**src/rtl/sync_fifo_rd_stream_pkg.sv**
```systemverilog
// Shared types and helpers for the FIFO read-side stream adapter.
package sync_fifo_rd_stream_pkg;

    localparam int LEVEL_W = 2;
    localparam logic [LEVEL_W-1:0] OCC_FULL = 2'd2;

    typedef enum logic [1:0] {
        CAP_NONE = 2'd0,
        CAP_HEAD = 2'd1,
        CAP_SKID = 2'd2
    } cap_sel_e;

    // Buffer demand at 3 bits so the subtraction never wraps.
    function automatic logic [2:0] demand(
        input logic [LEVEL_W-1:0] occ,
        input logic               inflight,
        input logic               pop
    );
        return {1'b0, occ} + {2'b00, inflight} - {2'b00, pop};
    endfunction

endpackage

```
**src/rtl/sync_fifo_rd_stream_buf2.sv**
```systemverilog
// Two-entry ordered buffer: head is always the oldest word,
// skid holds the second one.
module stream_buf2
    import sync_fifo_rd_stream_pkg::*;
#(
    parameter int DATA_WIDTH = 8
) (
    input  logic                  clk,
    input  logic                  rst,
    input  logic                  i_push,
    input  logic                  i_pop,
    input  logic [DATA_WIDTH-1:0] i_din,
    output logic [DATA_WIDTH-1:0] o_head,
    output logic [LEVEL_W-1:0]    o_occ
);

    logic [DATA_WIDTH-1:0] r_head;
    logic [DATA_WIDTH-1:0] r_skid;
    logic [LEVEL_W-1:0]    r_occ;

    logic                  w_pop;
    logic [LEVEL_W-1:0]    w_after;
    logic [LEVEL_W-1:0]    w_occ_nxt;
    cap_sel_e              w_cap;

    assign w_pop     = i_pop & (r_occ != '0);
    assign w_after   = r_occ - {1'b0, w_pop};
    assign w_occ_nxt = w_after + {1'b0, i_push};

    always_comb begin
        w_cap = CAP_NONE;
        if (i_push) begin
            if (w_after == '0) begin
                w_cap = CAP_HEAD;
            end else begin
                w_cap = CAP_SKID;
            end
        end
    end

    always_ff @(posedge clk) begin
        if (rst) begin
            r_head <= '0;
            r_skid <= '0;
            r_occ  <= '0;
        end else begin
            r_occ <= w_occ_nxt;
            if (w_pop && (r_occ == OCC_FULL)) begin
                r_head <= r_skid;
            end
            unique case (w_cap)
                CAP_HEAD: r_head <= i_din;
                CAP_SKID: r_skid <= i_din;
                default: ;
            endcase
        end
    end

    assign o_head = r_head;
    assign o_occ  = r_occ;

endmodule

```
**src/rtl/sync_fifo_rd_stream.sv**
```systemverilog
// Drains a 1-cycle-latency FIFO read port into a registered
// valid/ready stream without over-reading or dropping words.
module sync_fifo_rd_stream
    import sync_fifo_rd_stream_pkg::*;
#(
    parameter int DATA_WIDTH = 8
) (
    input  logic                  clk,
    input  logic                  rst,
    input  logic                  fifo_empty,
    input  logic [DATA_WIDTH-1:0] fifo_data,
    output logic                  fifo_rd_en,
    output logic                  m_valid,
    output logic [DATA_WIDTH-1:0] m_data,
    input  logic                  m_ready,
    output logic [LEVEL_W-1:0]    m_level
);

    logic                  r_inflight;
    logic                  w_pop;
    logic [LEVEL_W-1:0]    w_occ;
    logic [2:0]            w_demand;
    logic [DATA_WIDTH-1:0] w_head;

    assign m_valid  = (w_occ != '0);
    assign w_pop    = m_valid & m_ready;
    assign w_demand = demand(w_occ, r_inflight, w_pop);

    // Only read when the returning word is guaranteed a slot.
    assign fifo_rd_en = ~rst & ~fifo_empty & (w_demand < 3'd2);

    always_ff @(posedge clk) begin
        if (rst) begin
            r_inflight <= 1'b0;
        end else begin
            r_inflight <= fifo_rd_en;
        end
    end

    stream_buf2 #(
        .DATA_WIDTH(DATA_WIDTH)
    ) u_buf (
        .clk    (clk),
        .rst    (rst),
        .i_push (r_inflight),
        .i_pop  (w_pop),
        .i_din  (fifo_data),
        .o_head (w_head),
        .o_occ  (w_occ)
    );

    assign m_data  = w_head;
    assign m_level = w_occ;

    always @(posedge clk) begin
        if (!rst) begin
            assert (({1'b0, w_occ} + {2'b00, r_inflight}) <= 3'd2)
            else $error("occ + inflight exceeds 2");
            assert (!(r_inflight && (w_occ == OCC_FULL) && !w_pop))
            else $error("capture into full buffer");
        end
    end

endmodule
```
**config.mk**
```make
export PLATFORM = sky130hd
export DESIGN_NAME = sync_fifo_rd_stream
export DESIGN_NICKNAME = d
export VERILOG_FILES = /design/src/rtl/sync_fifo_rd_stream_pkg.sv /design/src/rtl/sync_fifo_rd_stream_buf2.sv /design/src/rtl/sync_fifo_rd_stream.sv
export SDC_FILE = /design/constraint.sdc
export NUM_CORES = 1
export LEC_CHECK = 0
export ABC_AREA = 0
export CAP_MARGIN = 15
export CORE_MARGIN = 4
export CORE_UTILIZATION = 40
export CTS_CLUSTER_SIZE = 28
export DETAILED_ROUTE_END_ITERATION = 10
export PLACE_DENSITY = 0.66
export SLEW_MARGIN = 20
export SYNTH_ARGS = -nofsm -noshare
export SYNTH_HDL_FRONTEND = slang
export SYNTH_SLANG_ARGS = --single-unit
```
**constraint.sdc**
```tcl
create_clock -name clk -period 3.45 [get_ports clk]
set_clock_uncertainty 0.2 [all_clocks]
set_input_delay 0.69 -clock clk [delete_from_list [all_inputs] [get_ports clk]]
set_output_delay 0.69 -clock clk [all_outputs]
set_load 0.03 [all_outputs]
```
==> impl_summary.log, run 1 <==
[metrics] run status: complete, no violations
[metrics] relative slew slack: 79.1%
[metrics] signed area change from the synthesized netlist to the final layout: 38.7%
[metrics] setup ws final: 0.116 ns
[metrics] Post-Syn Area per Cell: 8.52 um2
[metrics] Clk pin slew, worst setup/hold paths: 0.10 ns
[metrics] Starting Density: 43.4%
[metrics] Yosys top cell by area: sky130_fd_sc_hd__dfxtp_1
[metrics] worst-case setup slack after placement: -0.114 ns
[metrics] cell area after placement: 1160 um2
[metrics] peak ir drop on the vdd network: 583 uV
[metrics] count of max-cap constraint violations: 0
[metrics] minimum clock period after layout: 3.33 ns
[metrics] critical path launch point: m_ready
[metrics] CP max FO: 2
[metrics] area of the core: 2040 um2
[metrics] DIE WIDTH: 55.1 um
[metrics] total congestion overflow: 0
[metrics] Final Hold Fails: 0
[metrics] ranking of synthesized cells by area: sky130_fd_sc_hd__dfxtp_1 43%, sky130_fd_sc_hd__a311oi_1 7.9%, sky130_fd_sc_hd__nand2_1 7.6%
[metrics] slowest stage cell, crit path: sky130_fd_sc_hd__fa_2
[metrics] Multi-input gate area: 489 um2
[metrics] count of mapped cells out of synthesis: 104
[metrics] placer congestion estimate: 0.771
[metrics] fraction of final layout cells with drive strength greater than 1: 15.9%
[metrics] RSZ-0062 raised after global routing: no
[metrics] number of max-slew violations in the final report: 0
[metrics] end point of the critical path: fifo_rd_en
[metrics] number of top-level design ports: 24
[metrics] post-route non-filler standard cell count: 159
[metrics] Seq cells post-synth: 19
[metrics] antenna viol nets, final: 0
[metrics] die area: 3030 um2
[metrics] critical path class: in2out
[metrics] post-synthesis sequential area ratio: 42.9%
[metrics] die height: 55.1 um
[metrics] Yosys top cell area share: 42.9%
[metrics] CTS tree: built
[metrics] r2r setup slk: 1.20 ns
[metrics] worst-skew pair later-pin latency: 0.29 ns
[metrics] sequential cell area: 382 um2
[metrics] startpoint type of the worst setup path: primary input
[metrics] largest net degree at the start of global routing: 20
[metrics] Max Clock Freq: 300 MHz
[metrics] wire length of the first global-routing pass: 3610 um
[metrics] Cell Chain, Critical Path: dlygate4sd2_1 -> and2_4 -> ha_4 -> inv_2 -> nand2_2 -> fa_2 -> xor2_2 -> nor4b_4 -> buf_4
[metrics] detailed-route wire length per cell: 12.9 um
[metrics] IO buf count: 23
[metrics] final sum of negative setup slack: 0 ns
[metrics] count of endpoints failing setup in the final report: 0
[metrics] depth of the CTS H-tree: 1
[metrics] vias post-DR: 812
[metrics] Final period util: 96.6%
[metrics] cells on worst reg2reg path: 10
[metrics] total routing usage reported by global routing: 16.6%
[metrics] peak per-stage delay on the critical path: 0.38 ns
[metrics] leading cell type in the layout, fill and taps excluded: sky130_fd_sc_hd__clkdlybuf4s50_1
[metrics] Synthesized Nets: 120
[metrics] number of global-route vias before repair: 779
[metrics] netlist area before placement: 886 um2
[metrics] type of the worst min-delay path: reg2reg
[metrics] Netlist cell types: 25
[metrics] standby leakage power: 0.452 nW
[metrics] Fill cells: 194
[metrics] number of diodes: 0
[metrics] arrival time at the worst endpoint: 2.44 ns
[metrics] first-pass iteration count of the detailed router: 4
[metrics] Clock Root Buffer: sky130_fd_sc_hd__clkbuf_4
[metrics] count of cells along the worst hold path: 2
[metrics] drt drc: 0
[metrics] number of CTS-inserted buffers: 3
[metrics] power density relative to cell area: 890 nW/um2
[metrics] most frequent cells in the layout: 21 x sky130_fd_sc_hd__clkdlybuf4s50_1, 18 x sky130_fd_sc_hd__dfxtp_1, 17 x sky130_fd_sc_hd__nand2_1
[metrics] number of core rows: 16
[metrics] slew of the pin with the lowest slew margin: 0.312 ns
[metrics] maximum number of buffers from clock root to sink: 2
[metrics] layout net count: 149
[metrics] overall power: 1.09 mW
[metrics] endpoint of the most critical register-to-register path: r_inflight$_SDFF_PP0_
[metrics] Vias/cell: 5.11
[metrics] DRC violation total after the first TritonRoute iteration: 51
[metrics] count of yosys warnings during synthesis: 0
[metrics] antenna violations before repair: 0
[metrics] Cell Count Post-Placement: 153
[metrics] worst r2r src: u_buf.o_occ[1]$_SDFF_PP0_
[metrics] Num Clock Sinks: 19
[metrics] Critical Path RT: 2.56 ns
[metrics] Critical Path End Type: output pin
[metrics] post-route cell area: 1230 um2
[metrics] placed wire-length estimate: 1600 um
[metrics] final routed wirelength across all metal layers: 2050 um
==> report_power, final <==
part           total [mW]  internal, mW  switching (mW)  leakage (nW)
logic               0.659         0.292           0.367         0.282
clock network       0.109        0.0449          0.0641        0.0150
registers           0.325         0.283          0.0423         0.155
==> timing repair <==
item                                    4_1_cts  5_1_grt
gates resized for setup                       7        1
hold buffers                                  0        0
endpoints found under the setup margin        1        1
pin swaps                                     3        0
buffers inserted                              2        0
==> critical path, delay by kind of cell <==
kind / cells / cell delay, ns
and+or+nand+nor: 3 / 0.49
adders and majority gates: 2 / 0.59
buffers and inverters: 3 / 0.49
xor gates and xnor gates: 1 / 0.18
==> synthesized netlist by cell type <==
cell type	instances
sky130_fd_sc_hd__dfxtp_1	19
sky130_fd_sc_hd__nand2_1	18
sky130_fd_sc_hd__nor2_1	9
sky130_fd_sc_hd__a21oi_1	8
sky130_fd_sc_hd__a311oi_1	8
sky130_fd_sc_hd__nand3_1	8
sky130_fd_sc_hd__o21ai_0	8
sky130_fd_sc_hd__inv_1	4
sky130_fd_sc_hd__ha_1	3
sky130_fd_sc_hd__buf_6	2
sky130_fd_sc_hd__clkbuf_1	2
sky130_fd_sc_hd__nor4b_1	2
sky130_fd_sc_hd__and2_1	1
sky130_fd_sc_hd__and2b_1	1
sky130_fd_sc_hd__and3b_1	1
sky130_fd_sc_hd__buf_2	1
sky130_fd_sc_hd__clkbuf_2	1
sky130_fd_sc_hd__fa_1	1
sky130_fd_sc_hd__inv_2	1
sky130_fd_sc_hd__nand2b_1	1
sky130_fd_sc_hd__nand3b_1	1
sky130_fd_sc_hd__nand3b_4	1
sky130_fd_sc_hd__nor2b_1	1
sky130_fd_sc_hd__xnor2_1	1
sky130_fd_sc_hd__xor2_1	1
==> how the worst min path moves through the flow <==
stage                                            start  slack, ns                           end
after global placement    u_buf.r_skid[7]$_SDFFE_PP0N_       0.26  u_buf.r_skid[7]$_SDFFE_PP0N_
after CTS                 u_buf.o_head[3]$_SDFFE_PP0P_       0.28  u_buf.o_head[3]$_SDFFE_PP0P_
after detailed placement  u_buf.o_head[3]$_SDFFE_PP0P_       0.26  u_buf.o_head[3]$_SDFFE_PP0P_
after global routing      u_buf.r_skid[7]$_SDFFE_PP0N_       0.31  u_buf.o_head[7]$_SDFFE_PP0P_
final                     u_buf.o_head[3]$_SDFFE_PP0P_       0.28  u_buf.o_head[3]$_SDFFE_PP0P_
after floorplan           u_buf.r_skid[0]$_SDFFE_PP0N_       0.25  u_buf.r_skid[0]$_SDFFE_PP0N_
==> sequential cells by signal (all words and copies together) (netlist names) <==
signal	count
r_inflight	1
u_buf.o_head	8
u_buf.o_occ	2
u_buf.r_skid	8
==> area by class of cell <==
| type | count | share of cell area, % |
|---|---|---|
| sequential | 19 | 31.1 |
| clock buffer | 4 | 2.14 |
| inverter | 5 | 1.53 |
| timing repair buffer | 30 | 22.7 |
| tap | 27 | 2.75 |
| multi-input combinational | 74 | 39.8 |
==> layer usage <==
layer / GRT usage, % / wire length (um) / share of wire, % / vias to the layer above
met2: 24.4 / 891 / 44 / 22
met4: 7.29 / 12 / 0.59 / 0
met5: 0 / 0 / 0 / -
met1: 23.9 / 1030 / 50 / 374
met3: 2.41 / 114 / 5.6 / 2
li1: - / - / - / 414
==> cell families (layout without fill, tap and decap cells) <==
kind of cell	count (synthesis)	after routing	share of synthesized area (%)
AO/OA/AOI/OAI	24	24	16.9
XOR/XNOR	2	2	1.98
AND/OR/NAND/NOR	44	44	25.0
adder cells (fa/ha/maj)	4	4	6.50
buffers and inverters	11	39	6.64
flip-flops	19	19	42.9
==> per-stage QoR <==
| stage | hold slack, ns | utilization, % |
|---|---|---|
| 2_1_floorplan | 0.254 | - |
| 3_3_place_gp | 0.261 | 56.8 |
| 3_5_place_dp | 0.265 | 56.8 |
| 4_1_cts | 0.280 | 60.1 |
| 5_1_grt | 0.307 | 60.2 |
| 6_report | 0.279 | 60.2 |
No activity file was read; power rests on OpenSTA's default activity.
==> inputs of run 2 (changes only) <==
--- a/config.mk
+++ b/config.mk
@@ -6,11 +6,12 @@
 export NUM_CORES = 1
 export LEC_CHECK = 0
 export ABC_AREA = 0
-export CAP_MARGIN = 15
+export CAP_MARGIN = 20
 export CORE_MARGIN = 4
 export CORE_UTILIZATION = 40
 export CTS_CLUSTER_SIZE = 28
 export DETAILED_ROUTE_END_ITERATION = 10
+export HOLD_SLACK_MARGIN = 0.08
 export PLACE_DENSITY = 0.66
 export SLEW_MARGIN = 20
 export SYNTH_ARGS = -nofsm -noshare
==> results of run 2 <==
Final layout, timing and power as in run 1 (identical DEF).
==> inputs of run 3 (changes only) <==
--- a/config.mk
+++ b/config.mk
@@ -12,8 +12,9 @@
 export CTS_CLUSTER_SIZE = 28
 export DETAILED_ROUTE_END_ITERATION = 10
 export HOLD_SLACK_MARGIN = 0.08
-export PLACE_DENSITY = 0.66
+export PLACE_DENSITY = 0.65
 export SLEW_MARGIN = 20
 export SYNTH_ARGS = -nofsm -noshare
 export SYNTH_HDL_FRONTEND = slang
+export SYNTH_HIERARCHICAL = 1
 export SYNTH_SLANG_ARGS = --single-unit
==> impl_summary.log, run 3 <==
[metrics] largest net degree at the start of global routing: 20
[metrics] count of endpoints failing setup in the final report: 0
[metrics] CTS tree: built
[metrics] post-synthesis sequential area ratio: 40.5%
[metrics] Vias/cell: 5.30
[metrics] netlist area before placement: 940 um2
[metrics] CP max FO: 12
[metrics] count of yosys warnings during synthesis: 6
[metrics] slew of the pin with the lowest slew margin: 0.415 ns
[metrics] share of synthesized registers carrying an async set or reset: 0%
[metrics] minimum clock period after layout: 3.33 ns
[metrics] count of max-cap constraint violations: 0
[metrics] first-pass iteration count of the detailed router: 4
[metrics] type of the worst min-delay path: reg2reg
[metrics] power density relative to cell area: 812 nW/um2
[metrics] wire length of the first global-routing pass: 3480 um
[metrics] r2r setup slk: 0.94 ns
[metrics] final routed wirelength across all metal layers: 2030 um
[metrics] Max Clock Freq: 300 MHz
[metrics] setup ws final: 0.122 ns
[metrics] die area: 3190 um2
[metrics] Critical Path RT: 2.56 ns
[metrics] Clock Root Buffer: sky130_fd_sc_hd__clkbuf_4
[metrics] leading cell type in the layout, fill and taps excluded: sky130_fd_sc_hd__clkdlybuf4s50_1
[metrics] drt drc: 0
[metrics] critical path class: reg2out
[metrics] clock network fraction of design power: 10.6%
[metrics] arrival time at the worst endpoint: 2.44 ns
[metrics] detailed-route wire length per cell: 13.2 um
[metrics] vias post-DR: 811
[metrics] ranking of synthesized cells by area: sky130_fd_sc_hd__dfxtp_1 40%, sky130_fd_sc_hd__o221a_2 7.2%, sky130_fd_sc_hd__a21oi_2 5.6%
[metrics] relative contribution of combinational cells to total power: 57.8%
[metrics] die height: 56.5 um
[metrics] start point of the worst min-delay path: u_buf/r_skid[4]$_SDFFE_PP0N_
[metrics] number of global-route vias before repair: 748
[metrics] Final Hold Fails: 0
[metrics] post-route cell area: 1280 um2
[metrics] DRC violation total after the first TritonRoute iteration: 13
[metrics] placer congestion estimate: 0.743
[metrics] overall power: 1.04 mW
[metrics] leading cell types by count after synthesis: 19 x sky130_fd_sc_hd__dfxtp_1, 9 x sky130_fd_sc_hd__inv_1, 8 x sky130_fd_sc_hd__a21oi_1, 8 x sky130_fd_sc_hd__nand3_1, 7 x sky130_fd_sc_hd__o21ai_1
[metrics] Critical Path End Type: output pin
[metrics] Num Clock Sinks: 19
[metrics] end point of the critical path: fifo_rd_en
[metrics] signed area change from the synthesized netlist to the final layout: 36.1%
[metrics] fraction of final layout cells with drive strength greater than 1: 24.8%
[metrics] number of top-level design ports: 24
[metrics] most frequent cells in the layout: 21 x sky130_fd_sc_hd__clkdlybuf4s50_1, 18 x sky130_fd_sc_hd__dfxtp_1, 9 x sky130_fd_sc_hd__inv_1
[metrics] Hold Slack: 0.290 ns
[metrics] run status: complete, no violations
[metrics] endpoint of the most critical register-to-register path: u_buf/o_head[3]$_SDFFE_PP0P_
[metrics] antenna viol nets, final: 0
[metrics] Clk pin slew, worst setup/hold paths: 0.10 ns
[metrics] number of diodes: 0
[metrics] leading register cell type out of synthesis: sky130_fd_sc_hd__dfxtp_1
[metrics] Seq cells post-synth: 19
[metrics] Netlist cell types: 31
[metrics] top-count cell post-synth: sky130_fd_sc_hd__dfxtp_1
[metrics] startpoint type of the worst setup path: flip-flop
[metrics] Flop pwr share: 31.5%
[metrics] number of core rows: 17
[metrics] placed wire-length estimate: 1380 um
[metrics] maximum number of buffers from clock root to sink: 2
[metrics] area of the core: 2230 um2
[metrics] antenna violations before repair: 0
[metrics] Starting Density: 42.1%
[metrics] RSZ-0062 raised after global routing: no
[metrics] worst-case setup slack after placement: -0.0707 ns
[metrics] Fill cells: 211
[metrics] cell area after placement: 1200 um2
[metrics] cells on worst reg2reg path: 9
[metrics] Final period util: 96.5%
[metrics] Yosys top cell area share: 40.5%
[metrics] power dissipated by switching net loads: 443 uW
[metrics] worst r2r src: u_buf/o_occ[1]$_SDFF_PP0_
[metrics] number of max-slew violations in the final report: 0
[metrics] fin util: 57.3%
[metrics] layout net count: 142
[metrics] total congestion overflow: 0
[metrics] depth of the CTS H-tree: 1
[metrics] sequential cell area: 384 um2
[metrics] Switching Share: 42.7%
[metrics] count of mapped cells out of synthesis: 99
[metrics] count of flip-flops with a built-in enable after synthesis: 0
[metrics] worst-skew pair later-pin latency: 0.29 ns
[metrics] Post-Syn Area per Cell: 9.49 um2
[metrics] Synthesized Nets: 115
[metrics] total routing usage reported by global routing: 13.8%
[metrics] relative slew slack: 72.3%
[metrics] internal power component: 595 uW
[metrics] standby leakage power: 0.552 nW
[metrics] IO buf count: 23
[metrics] Yosys top cell by area: sky130_fd_sc_hd__dfxtp_1
[metrics] critical path launch point: u_buf/o_occ[1]$_SDFF_PP0_
[metrics] peak ir drop on the vdd network: 473 uV
[metrics] Multi-input gate area: 528 um2
[metrics] number of CTS-inserted buffers: 3
[metrics] DIE WIDTH: 56.5 um
==> run 3: cell count changes in the layout (fill, tap and decap cells not counted), sizes merged, moves of 5 or more <==
cell	delta
a21oi	+6
a311oi	-8
inv	+5
nand2	-17
nor2	-6
o221a	+6
==> run 3: power groups by stage <==
stage,registers (mW),clock network (mW),logic (mW)
after floorplan,0.403,0,0.306
after global placement,0.325,0,0.546
after detailed placement,0.328,0,0.555
after CTS,0.328,0.118,0.602
after global routing,0.338,0.126,0.649
final,0.327,0.110,0.600
==> run 3: worst min path at each step <==
stage	endpoint	slack [ns]	cells past startpoint
2_1_floorplan	u_buf/r_skid[2]$_SDFFE_PP0N_	0.25	2
3_3_place_gp	u_buf/r_skid[1]$_SDFFE_PP0N_	0.27	2
3_5_place_dp	u_buf/r_skid[2]$_SDFFE_PP0N_	0.27	2
4_1_cts	u_buf/r_skid[4]$_SDFFE_PP0N_	0.29	2
5_1_grt	u_buf/r_skid[1]$_SDFFE_PP0N_	0.31	2
6_report	u_buf/r_skid[4]$_SDFFE_PP0N_	0.29	2
==> run 3: cell families (layout without fill, tap and decap cells) <==
| group | count (synthesis) | after routing | synth area share [%] |
|---|---|---|---|
| AOI/OAI and AO/OA | 31 | 31 | 23.7 |
| xor gates and xnor gates | 2 | 2 | 1.86 |
| adders and majority gates | 4 | 4 | 6.13 |
| buffers and inverters | 16 | 42 | 8.39 |
| DFF | 19 | 19 | 40.5 |
| muxes | 2 | 2 | 2.13 |
| and+or+nand+nor | 25 | 25 | 17.3 |
==> run 3: cell type report <==
cell class	instances	area share (%)
clock buffer	4	2.05
inverter	10	2.94
multi-input combinational	64	41.3
sequential	19	30.0
tap	28	2.74
timing repair buffer	28	20.9
==> run 3: per-layer routing <==
metal	GRT usage, %	vias to the layer above	share of wire (%)
li1	-	401	-
met1	17.9	381	46
met5	0	-	0
met4	5.08	0	1.2
met3	5.06	5	6.6
met2	21.0	24	46
==> run 3: stage by stage <==
stage	TNS, ns	std cells
floorplan	0	99
detailed placement	-0.0707	147
global route	0	153
global placement	-0.0298	147
finish	0	153
CTS	0	153
==> run 3: critical path, stage by stage, from the launching register on <==
cell	delay (ns)
sky130_fd_sc_hd__dfxtp_4	0.41
sky130_fd_sc_hd__or2_1	0.25
sky130_fd_sc_hd__and2_4	0.17
sky130_fd_sc_hd__ha_4	0.20
sky130_fd_sc_hd__nand2b_4	0.13
sky130_fd_sc_hd__fa_2	0.38
sky130_fd_sc_hd__xor2_2	0.17
sky130_fd_sc_hd__nor4b_4	0.26
sky130_fd_sc_hd__buf_6	0.16
==> run 3: repair_timing <==
| action | in CTS | in global routing |
|---|---|---|
| setup buffers | 2 | 0 |
| resized for setup | 6 | 2 |
| hold buffers | 0 | 0 |
| endpoints found under the setup margin | 1 | 1 |
| pin swaps | 2 | 0 |
